### src/rtl/mips_pkg.sv
// Shared MIPS decode definitions: opcodes, instruction field positions,
// datapath widths and small helpers for splitting an instruction word.
package mips_pkg;

    localparam int NUM_REGS = 32;
    localparam int DATA_W   = 32;
    localparam int IADDR_W  = 4;
    localparam int REG_AW   = 5;

    localparam logic [5:0] OP_RTYPE = 6'h00;
    localparam logic [5:0] OP_J     = 6'h02;

    localparam int OPCODE_LSB = 26;
    localparam int RS_LSB     = 21;
    localparam int RT_LSB     = 16;
    localparam int RD_LSB     = 11;
    localparam int SHAMT_LSB  = 6;
    localparam int FUNCT_LSB  = 0;
    localparam int IMM_LSB    = 0;
    localparam int JTGT_LSB   = 0;

    typedef struct packed {
        logic [5:0]  opcode;
        logic [4:0]  rs;
        logic [4:0]  rt;
        logic [4:0]  rd;
        logic [4:0]  shamt;
        logic [5:0]  funct;
        logic [15:0] imm;
    } instr_fields_t;

    // Pull every decode field out of a raw instruction word.
    function automatic instr_fields_t split_fields(input logic [DATA_W-1:0] word);
        instr_fields_t f;
        f.opcode = word[OPCODE_LSB +: 6];
        f.rs     = word[RS_LSB +: 5];
        f.rt     = word[RT_LSB +: 5];
        f.rd     = word[RD_LSB +: 5];
        f.shamt  = word[SHAMT_LSB +: 5];
        f.funct  = word[FUNCT_LSB +: 6];
        f.imm    = word[IMM_LSB +: 16];
        return f;
    endfunction

    // Widen a 16-bit immediate to the datapath width, keeping its sign.
    function automatic logic [DATA_W-1:0] sign_extend16(input logic [15:0] imm);
        return {{(DATA_W-16){imm[15]}}, imm};
    endfunction

endpackage

### src/rtl/instruction_decode_if.sv
// Bus between fetch/writeback and the decode stage. The master side
// supplies the fetched word and writeback traffic; the slave side (decode)
// returns the ID/EX bundle and the fetch redirect.
interface instruction_decode_if;
    import mips_pkg::*;

    logic [DATA_W-1:0]  instruction;
    logic [IADDR_W-1:0] pc_in;
    logic               flush;
    logic               wb_we;
    logic [REG_AW-1:0]  wb_addr;
    logic [DATA_W-1:0]  wb_data;

    logic               mux_ctrl;
    logic [IADDR_W-1:0] jp_address;
    logic               id_valid;
    logic [IADDR_W-1:0] id_pc;
    logic [5:0]         id_opcode;
    logic [4:0]         id_rs;
    logic [4:0]         id_rt;
    logic [4:0]         id_rd;
    logic [4:0]         id_shamt;
    logic [5:0]         id_funct;
    logic [DATA_W-1:0]  id_imm;
    logic [DATA_W-1:0]  id_rs_data;
    logic [DATA_W-1:0]  id_rt_data;

    modport master (
        output instruction, pc_in, flush, wb_we, wb_addr, wb_data,
        input  mux_ctrl, jp_address, id_valid, id_pc, id_opcode, id_rs, id_rt,
               id_rd, id_shamt, id_funct, id_imm, id_rs_data, id_rt_data
    );

    modport slave (
        input  instruction, pc_in, flush, wb_we, wb_addr, wb_data,
        output mux_ctrl, jp_address, id_valid, id_pc, id_opcode, id_rs, id_rt,
               id_rd, id_shamt, id_funct, id_imm, id_rs_data, id_rt_data
    );

endinterface

### src/rtl/instruction_decode_register_file.sv
// 32x32 register file: two asynchronous read ports, one synchronous write
// port, register 0 hardwired to zero, whole array cleared by reset.
module register_file
    import mips_pkg::*;
(
    input  logic              clk,
    input  logic              rst_n,
    input  logic              we,
    input  logic [REG_AW-1:0] waddr,
    input  logic [DATA_W-1:0] wdata,
    input  logic [REG_AW-1:0] raddr_a,
    input  logic [REG_AW-1:0] raddr_b,
    output logic [DATA_W-1:0] rdata_a,
    output logic [DATA_W-1:0] rdata_b
);

    logic [DATA_W-1:0] regs [NUM_REGS];

    // Write port; register 0 is never stored so it always reads as zero.
    always_ff @(posedge clk or negedge rst_n) begin
        if (!rst_n) begin
            for (int i = 0; i < NUM_REGS; i++) begin
                regs[i] <= '0;
            end
        end else if (we && (waddr != '0)) begin
            regs[waddr] <= wdata;
        end
    end

    // Read ports, with register 0 forced to zero regardless of storage.
    always_comb begin
        rdata_a = '0;
        rdata_b = '0;
        if (raddr_a != '0) rdata_a = regs[raddr_a];
        if (raddr_b != '0) rdata_b = regs[raddr_b];
    end

endmodule

### src/rtl/instruction_decode.sv
// Decode stage: splits the fetched word into the registered ID/EX bundle,
// reads the register file with writeback bypass, issues one-cycle fetch
// redirects for J-type jumps and squashes wrong-path words afterwards.
module instruction_decode
    import mips_pkg::*;
#(
    parameter int         SQUASH_SLOTS = 1,
    parameter logic [5:0] J_OPCODE     = OP_J
) (
    input logic                 clk,
    input logic                 reset,
    instruction_decode_if.slave id_bus
);

    localparam logic [1:0] SQUASH_LOAD = 2'(SQUASH_SLOTS);

    instr_fields_t      fields;
    logic [1:0]         squash_cnt;
    logic               live;
    logic               jump_issue;
    logic [DATA_W-1:0]  rf_rs_data;
    logic [DATA_W-1:0]  rf_rt_data;
    logic [DATA_W-1:0]  rs_fwd;
    logic [DATA_W-1:0]  rt_fwd;

    logic               mux_ctrl_q;
    logic [IADDR_W-1:0] jp_address_q;
    logic               id_valid_q;
    logic [IADDR_W-1:0] id_pc_q;
    instr_fields_t      id_fields_q;
    logic [DATA_W-1:0]  id_rs_data_q;
    logic [DATA_W-1:0]  id_rt_data_q;

    assign fields     = split_fields(id_bus.instruction);
    assign live       = (squash_cnt == 2'd0) && !id_bus.flush;
    assign jump_issue = live && (fields.opcode == J_OPCODE);

    register_file u_register_file (
        .clk     (clk),
        .rst_n   (reset),
        .we      (id_bus.wb_we),
        .waddr   (id_bus.wb_addr),
        .wdata   (id_bus.wb_data),
        .raddr_a (fields.rs),
        .raddr_b (fields.rt),
        .rdata_a (rf_rs_data),
        .rdata_b (rf_rt_data)
    );

    // Same-cycle writeback wins over the stored value, except for register 0.
    always_comb begin
        rs_fwd = rf_rs_data;
        rt_fwd = rf_rt_data;
        if (id_bus.wb_we && (id_bus.wb_addr == fields.rs) && (fields.rs != '0))
            rs_fwd = id_bus.wb_data;
        if (id_bus.wb_we && (id_bus.wb_addr == fields.rt) && (fields.rt != '0))
            rt_fwd = id_bus.wb_data;
    end

    // Squash counter: reloads on a redirect or flush, otherwise drains to zero.
    always_ff @(posedge clk or negedge reset) begin
        if (!reset) begin
            squash_cnt <= SQUASH_LOAD;
        end else if (jump_issue || id_bus.flush) begin
            squash_cnt <= SQUASH_LOAD;
        end else if (squash_cnt != 2'd0) begin
            squash_cnt <= squash_cnt - 2'd1;
        end
    end

    // ID/EX register: fields captured every edge, valid marks live words.
    always_ff @(posedge clk or negedge reset) begin
        if (!reset) begin
            id_valid_q   <= 1'b0;
            id_pc_q      <= '0;
            id_fields_q  <= '0;
            id_rs_data_q <= '0;
            id_rt_data_q <= '0;
        end else begin
            id_valid_q   <= live;
            id_pc_q      <= id_bus.pc_in;
            id_fields_q  <= fields;
            id_rs_data_q <= rs_fwd;
            id_rt_data_q <= rt_fwd;
        end
    end

    // Fetch redirect: one-cycle mux_ctrl pulse, target held until next jump.
    always_ff @(posedge clk or negedge reset) begin
        if (!reset) begin
            mux_ctrl_q   <= 1'b0;
            jp_address_q <= '0;
        end else begin
            mux_ctrl_q <= jump_issue;
            if (jump_issue)
                jp_address_q <= id_bus.instruction[JTGT_LSB +: IADDR_W];
        end
    end

    assign id_bus.mux_ctrl   = mux_ctrl_q;
    assign id_bus.jp_address = jp_address_q;
    assign id_bus.id_valid   = id_valid_q;
    assign id_bus.id_pc      = id_pc_q;
    assign id_bus.id_opcode  = id_fields_q.opcode;
    assign id_bus.id_rs      = id_fields_q.rs;
    assign id_bus.id_rt      = id_fields_q.rt;
    assign id_bus.id_rd      = id_fields_q.rd;
    assign id_bus.id_shamt   = id_fields_q.shamt;
    assign id_bus.id_funct   = id_fields_q.funct;
    assign id_bus.id_imm     = sign_extend16(id_fields_q.imm);
    assign id_bus.id_rs_data = id_rs_data_q;
    assign id_bus.id_rt_data = id_rt_data_q;

endmodule

### src/flat_wrapper.sv
// flat-port wrapper written by rule: the top's interface ports become plain ports
module instruction_decode_flat import mips_pkg::*;
#(
    parameter int         SQUASH_SLOTS = 1,
    parameter logic [5:0] J_OPCODE     = OP_J
)
  (clk, reset, id_bus_instruction, id_bus_pc_in, id_bus_flush, id_bus_wb_we, id_bus_wb_addr, id_bus_wb_data, id_bus_mux_ctrl, id_bus_jp_address, id_bus_id_valid, id_bus_id_pc, id_bus_id_opcode, id_bus_id_rs, id_bus_id_rt, id_bus_id_rd, id_bus_id_shamt, id_bus_id_funct, id_bus_id_imm, id_bus_id_rs_data, id_bus_id_rt_data);
  instruction_decode_if id_bus_i ();
  input logic clk;
  input logic reset;
  input wire logic [$bits(id_bus_i.instruction)-1:0] id_bus_instruction;
  input wire logic [$bits(id_bus_i.pc_in)-1:0] id_bus_pc_in;
  input wire logic [$bits(id_bus_i.flush)-1:0] id_bus_flush;
  input wire logic [$bits(id_bus_i.wb_we)-1:0] id_bus_wb_we;
  input wire logic [$bits(id_bus_i.wb_addr)-1:0] id_bus_wb_addr;
  input wire logic [$bits(id_bus_i.wb_data)-1:0] id_bus_wb_data;
  output wire logic [$bits(id_bus_i.mux_ctrl)-1:0] id_bus_mux_ctrl;
  output wire logic [$bits(id_bus_i.jp_address)-1:0] id_bus_jp_address;
  output wire logic [$bits(id_bus_i.id_valid)-1:0] id_bus_id_valid;
  output wire logic [$bits(id_bus_i.id_pc)-1:0] id_bus_id_pc;
  output wire logic [$bits(id_bus_i.id_opcode)-1:0] id_bus_id_opcode;
  output wire logic [$bits(id_bus_i.id_rs)-1:0] id_bus_id_rs;
  output wire logic [$bits(id_bus_i.id_rt)-1:0] id_bus_id_rt;
  output wire logic [$bits(id_bus_i.id_rd)-1:0] id_bus_id_rd;
  output wire logic [$bits(id_bus_i.id_shamt)-1:0] id_bus_id_shamt;
  output wire logic [$bits(id_bus_i.id_funct)-1:0] id_bus_id_funct;
  output wire logic [$bits(id_bus_i.id_imm)-1:0] id_bus_id_imm;
  output wire logic [$bits(id_bus_i.id_rs_data)-1:0] id_bus_id_rs_data;
  output wire logic [$bits(id_bus_i.id_rt_data)-1:0] id_bus_id_rt_data;
  assign id_bus_i.instruction = id_bus_instruction;
  assign id_bus_i.pc_in = id_bus_pc_in;
  assign id_bus_i.flush = id_bus_flush;
  assign id_bus_i.wb_we = id_bus_wb_we;
  assign id_bus_i.wb_addr = id_bus_wb_addr;
  assign id_bus_i.wb_data = id_bus_wb_data;
  assign id_bus_mux_ctrl = id_bus_i.mux_ctrl;
  assign id_bus_jp_address = id_bus_i.jp_address;
  assign id_bus_id_valid = id_bus_i.id_valid;
  assign id_bus_id_pc = id_bus_i.id_pc;
  assign id_bus_id_opcode = id_bus_i.id_opcode;
  assign id_bus_id_rs = id_bus_i.id_rs;
  assign id_bus_id_rt = id_bus_i.id_rt;
  assign id_bus_id_rd = id_bus_i.id_rd;
  assign id_bus_id_shamt = id_bus_i.id_shamt;
  assign id_bus_id_funct = id_bus_i.id_funct;
  assign id_bus_id_imm = id_bus_i.id_imm;
  assign id_bus_id_rs_data = id_bus_i.id_rs_data;
  assign id_bus_id_rt_data = id_bus_i.id_rt_data;
  instruction_decode #(.SQUASH_SLOTS(SQUASH_SLOTS), .J_OPCODE(J_OPCODE)) u_core (.clk(clk), .reset(reset), .id_bus(id_bus_i));
endmodule
### config.mk
export PLATFORM = sky130hd
export DESIGN_NAME = instruction_decode_flat
export DESIGN_NICKNAME = d
export VERILOG_FILES = /design/src/rtl/mips_pkg.sv /design/src/rtl/instruction_decode_if.sv /design/src/rtl/instruction_decode_register_file.sv /design/src/rtl/instruction_decode.sv /design/src/flat_wrapper.sv
export SDC_FILE = /design/constraint.sdc
export NUM_CORES = 2
export LEC_CHECK = 0
export CAP_MARGIN = 10
export CORE_MARGIN = 2
export CORE_UTILIZATION = 45
export CTS_BUF_LIST = sky130_fd_sc_hd__clkbuf_2 sky130_fd_sc_hd__clkbuf_4 sky130_fd_sc_hd__clkbuf_8
export CTS_CLUSTER_SIZE = 14
export DETAILED_ROUTE_END_ITERATION = 10
export PLACE_DENSITY = 0.74
export SKIP_LAST_GASP = 1
export SLEW_MARGIN = 20
export SYNTH_ARGS = -nofsm -noshare
export SYNTH_HDL_FRONTEND = slang
export SYNTH_SLANG_ARGS = --single-unit
### constraint.sdc
create_clock -name clk -period 1.9 [get_ports clk]
set_input_delay 0.38 -clock clk [delete_from_list [all_inputs] [get_ports clk]]
set_output_delay 0.38 -clock clk [all_outputs]
set_load 0.01 [all_outputs]
After elaboration in Yosys (flattened, before gate mapping) --
Cells that the tools add are included.
Word-level totals: output and inout port bits 138, word-level logic and storage cells 88, bits of input ports 77, register bits after elaboration 1148
Cells by class: muxes and demuxes 15, order comparisons 4, reductions and logical operators 16, add/subtract/negate cells 1, equal/unequal tests 3, bitwise logic cells 3
Operator list (count):
- $bwmux W1024 | 1
- $bmux W32 S5 | 2
- $mux W32 | 9
- $demux W32 S5 | 1
- $ge A6 B6 Y1 const B | 3
- $not A5 Y6 | 3
- $reduce_bool A5 Y1 | 3
- $eq A5 B5 Y1 | 2
- $logic_and A1 B1 Y1 | 8
- $eq A6 B2 Y1 const B | 1
- $lt A6 B1 Y1 const B | 1
- $mux W2 | 2
- $reduce_bool A2 Y1 | 2
- $logic_not A2 Y1 | 1
- $sub A2 B1 Y2 const B | 1
- $logic_not A1 Y1 | 1
- $logic_or A1 B1 Y1 | 1

Longest topological paths before layout --
word-level depth 6, mapped depth 10, gate-level depth less buffers 7

Cells and area by module --
A second synthesis with hierarchy kept.
Unflattened totals: cells, all modules 3867, area, all modules 58633.7 um^2
By module, submodules not included:
- register_file | area an instance 54379.7 um^2, cells each 3620, seq. area each 25624.6 um^2, instances 1
- instruction_decode | area an instance 4254.1 um^2, cells each 247, seq. area each 2703.8 um^2, instances 1

Least setup slack after synthesis --
Ideal clock, no wire load.
path kind input to register, start input port id_bus_instruction[21], end register u_core.id_rs_data_q[10], in the netlist u_core.id_bus.id_rs_data[10], arrival time 2039 ps, setup slack -260 ps, stages 7, setup time 121 ps, required time 1779 ps, path through clkbuf_1 -> buf_2 -> buf_2 -> mux4_2 -> a22oi_1 -> o311ai_0 -> a22o_1
Between the ends: word-level cells in the longest chain between the ends 6, elaborated cells on any way between the ends 10, those cells by class 1 x eq/ne; 5 x mux; 1 x bitwise; 3 x reduce/logical
Ends and longest elaborated chain:
- start: declaration | RTL line flat_wrapper.sv:11 | input wire logic [$bits(id_bus_i.instruction)-1:0] id_bus_instruction;
- $not A5 Y6 (implied by the code) | RTL line instruction_decode_register_file.sv:34 | if (raddr_a != '0) rdata_a = regs[raddr_a];
- $bmux W32 S5 | RTL line instruction_decode_register_file.sv:34
- $mux W32 (implied by the code) (2 in a row) | RTL line instruction_decode_register_file.sv:34
- $mux W32 | RTL line instruction_decode_register_file.sv:34
- $mux W32 * | RTL line instruction_decode.sv:54 | if (id_bus.wb_we && (id_bus.wb_addr == fields.rs) && (fields.rs != '0))
- net u_core.rs_fwd[10] | RTL line instruction_decode.sv:23 | logic [DATA_W-1:0] rs_fwd;
- end signal: assignment | RTL line instruction_decode.sv:83 | id_rs_data_q <= rs_fwd;
- end: declaration | RTL line instruction_decode.sv:31 | logic [DATA_W-1:0] id_rs_data_q;
Mark *: on every way through the listed nets, which the timed path passes. The rest lies on a longest branch. The select of a mux whose other input is x is not followed. A chain may end at the register's enable or synchronous reset.

Worst setup path after layout --
start register u_core.id_fields_q (netlist bit u_core.id_bus.id_imm[15]), end output port id_bus_id_imm[23]
RTL lines:
- start: declaration | RTL line instruction_decode.sv:30 | instr_fields_t id_fields_q;
- start signal: assignment | RTL line instruction_decode.sv:82 | id_fields_q <= fields;
- end: declaration | RTL line flat_wrapper.sv:27 | output wire logic [$bits(id_bus_i.id_imm)-1:0] id_bus_id_imm;
No word-level cell between the ends.

==> impl_metrics.env <==
export IMPL_placed_area_mm2=0.06667
export IMPL_power_density_mw_per_mm2=996.4
export IMPL_ios=215
export IMPL_drt_iter0_markers=4652
export IMPL_critical_path_slowest_cell="dfrtp_2"
export IMPL_syn_inst=3784
export IMPL_place_inst=5796
export IMPL_cap_violations=0
export IMPL_leakage_nw=31.03
export IMPL_yosys_cell_types_count=48
export IMPL_netlist_area_mm2=0.05836
export IMPL_synthFlopType="dfrtp_1"
export IMPL_fin_area_mm2=0.07085
export IMPL_setup_violations=42
export IMPL_yosysWarnings=0
export IMPL_critPathKind="reg2out"
export IMPL_pre_cts_slack_ns=-0.7507
export IMPL_grt_overflow_total=0
export IMPL_ant_nets=0
export IMPL_fmax_mhz=509.7
export IMPL_synth_nets=3862
export IMPL_cts_sinks=1132
export IMPL_worstPathMaxFanout=9
export IMPL_layout_drive_gt1_share=0.5927
export IMPL_drt_pass1_iter_count=5
export IMPL_synth_edf_count=0
export IMPL_period_minus_slack_ns=1.962
export IMPL_slew_viol_final=0
export IMPL_startpoint_type="register"
export IMPL_viasPerCell=6.477
export IMPL_die_h_um=364.1
export IMPL_skew_ns=0.02764
export IMPL_power_ir_vdd_worst_mv=0.5203
export IMPL_ctsHtreeMaxLevel=4
export IMPL_rrSetupSlack_ns=0.02
export IMPL_synth_area_per_cell_um2=15.42
export IMPL_violations="setup timing"
export IMPL_clock_path_buffers=3
export IMPL_nNetsFinal=4366
export IMPL_vias=40042
export IMPL_crit_required_ns=1.52
export IMPL_cts_buffers=187
export IMPL_areaGrowthSynthToFinish_pct=21.40
export IMPL_final_setup_worst_slack_ns=-0.06198
export IMPL_synth_seq_area_share=0.4854
export IMPL_grt_start_max_net_pins=62
export IMPL_grt_pass1_vias=41035
export IMPL_globalplace_congestion=0.8960
export IMPL_post_drt_wl_per_cell_um=30.86
export IMPL_fp_dieW_um=364.1
export IMPL_hold_violations=0
export IMPL_clock_latency_ns=0.91
export IMPL_crit_path_max_incr_delay_ns=0.41
export IMPL_antenna_found_initial=8
export IMPL_cts_clk_slew_worst_paths_ns=0.07
export IMPL_hold_path_class="in2reg"
export IMPL_crit_path_end_kind="primary output"
export IMPL_io_buffer_count=214
export IMPL_cp_arrival_ns=1.58
export IMPL_core_region_area_mm2=0.1292
export IMPL_dieArea_mm2=0.1326
export IMPL_grt_pass1_wl_um=281100
export IMPL_async_reset_ff_frac=1.000
export IMPL_cp_cell_sequence="buf_6 -> buf_2"
export IMPL_cts_tree="done"
export IMPL_drc=0
export IMPL_hpwl_um=126500
export IMPL_tns_ns=-1.516
export IMPL_ys_ff_latch=1132
export IMPL_rsz0062_at_grt="true"
export IMPL_routed_wl_um=190800
export IMPL_root_buffer="clkbuf_8"
export IMPL_hold_ws_ns=0.2337
export IMPL_period_share=1.033
export IMPL_row_count=132
export IMPL_maxSlewHeadroom=0.4605
export IMPL_status="finished with violations"
export IMPL_grt_use_total=0.2898
export IMPL_tightestPinTransition_ns=0.8073
export IMPL_final_cells=6182
export IMPL_start_util=0.4519
## per-layer routing
metal  wire length (um)  GRT usage
met4               8923     0.1284
met3              19350    0.07683
met5                 27          0
met1              74900     0.3959
met2              87560     0.4371
## synthesized netlist by cell type, types with 22 or more instances
| cell type | number | area (um^2) |
|---|---|---|
| o311ai_0 | 28 | 245.2 |
| dfrtp_1 | 1131 | 28300 |
| a211oi_1 | 63 | 473.0 |
| buf_2 | 122 | 610.6 |
| mux2i_1 | 137 | 1371 |
| a22oi_1 | 29 | 217.7 |
| o22ai_1 | 61 | 381.6 |
| a22o_1 | 64 | 560.5 |
| buf_4 | 49 | 367.9 |
| clkbuf_1 | 216 | 810.8 |
| nand2_1 | 39 | 146.4 |
| o211ai_1 | 22 | 165.2 |
| a221oi_1 | 22 | 192.7 |
| or3_1 | 30 | 187.7 |
| o221ai_1 | 27 | 236.5 |
| mux2_2 | 1001 | 11270 |
| mux4_2 | 510 | 11490 |
| buf_1 | 61 | 229.0 |
| nor2_1 | 26 | 97.59 |
## sequential cells by signal, summed over array words and instances (netlist names)
register,cells
u_core.u_register_file.regs,1024
u_core.id_bus.id_opcode,6
u_core.id_bus.id_funct,5
u_core.squash_cnt,2
u_core.id_bus.id_rs_data,32
u_core.id_bus.id_shamt,4
u_core.id_bus.id_rs,5
u_core.id_bus.id_rt_data,32
u_core.id_bus.id_rd,4
u_core.id_bus.jp_address,4
u_core.id_bus.id_valid,1
u_core.id_bus.id_pc,4
u_core.id_bus.mux_ctrl,1
u_core.id_bus.id_imm,3
u_core.id_bus.id_rt,5
## cells by family after synthesis
| logic type | share of synthesized area |
|---|---|
| buffers and inverters | 0.03657 |
| muxes | 0.4143 |
| AOI/OAI and AO/OA | 0.04661 |
| and+or+nand+nor | 0.01522 |
| adders and majority gates | 0.0002144 |
| DFF | 0.4854 |
| xor gates and xnor gates | 0.001651 |
## worst max-delay path, delay by kind of cell (launching register included)
| family | cells | cell delay, ns |
|---|---|---|
| flip-flops | 1 | 0.41 |
| buffers and inverters | 2 | 0.26 |
## placed cells by master, fill, tap and decap left out, types with 30 or more instances in the layout
master,count
dfrtp_1,1110
mux2_2,1001
mux4_2,512
buf_4,358
clkbuf_8,242
buf_12,156
mux2i_1,137
buf_2,103
clkbuf_4,70
clkdlybuf4s50_1,65
a22o_1,64
o22ai_1,61
a211oi_1,61
buf_6,43
dlygate4sd3_1,39
or3_1,30
## area by class of cell
class	count	area [um^2]
fillers	10274	58300
flip-flops and latches	1132	28350
multi-input cells	2190	28240
repair buffers	771	7956
clock buffers	312	3856
well taps	1742	2180
clock inverters	26	232.7
inverters	6	23.77
diodes	3	7.507
## through the flow
| step | power [mW] | util |
|---|---|---|
| 6_report | 70.59 | 0.5486 |
| 4_1_cts | 70.58 | 0.5475 |
| 5_1_grt | 73.34 | 0.5485 |
| 2_1_floorplan | 41.56 | - |
| 3_3_place_gp | 46.64 | 0.5162 |
| 3_5_place_dp | 47.37 | 0.5162 |
## report_power, final
part | switching, mW | internal, mW | total [mW] | leakage, nW
combinational | 5.84 | 9.24 | 15.1 | 14.4
clock | 10.2 | 13.2 | 23.3 | 2.19
sequential | 3.61 | 28.6 | 32.2 | 14.4
total | 19.6 | 51.0 | 70.6 | 31.0
## repair_timing
action | CTS | global route
pin swaps | 0 | 1
hold buffers | 39 | 0
endpoints found under the hold margin | 879 | 0
setup buffers | 3 | 3
resized for setup | 615 | 27
setup endpoints to repair | 139 | 96
## worst paths after layout
kind / startpoint / cells past startpoint / end
hold reg to reg: u_core.u_register_file.regs[1019] / 0 / u_core.u_register_file.regs[1019]
min in group asynchronous: reset / 3 / u_core.u_register_file.regs[760]
setup / recovery: u_core.id_bus.id_imm[15] / 2 / id_bus_id_imm[23]
setup reg to reg: u_core.u_register_file.regs[436] / 5 / u_core.id_bus.id_rt_data[20]
max in group asynchronous: reset / 3 / u_core.id_bus.id_imm[15]
hold / removal: id_bus_instruction[24] / 2 / u_core.id_bus.id_rs[3]
(Power assumes the default switching activity.)
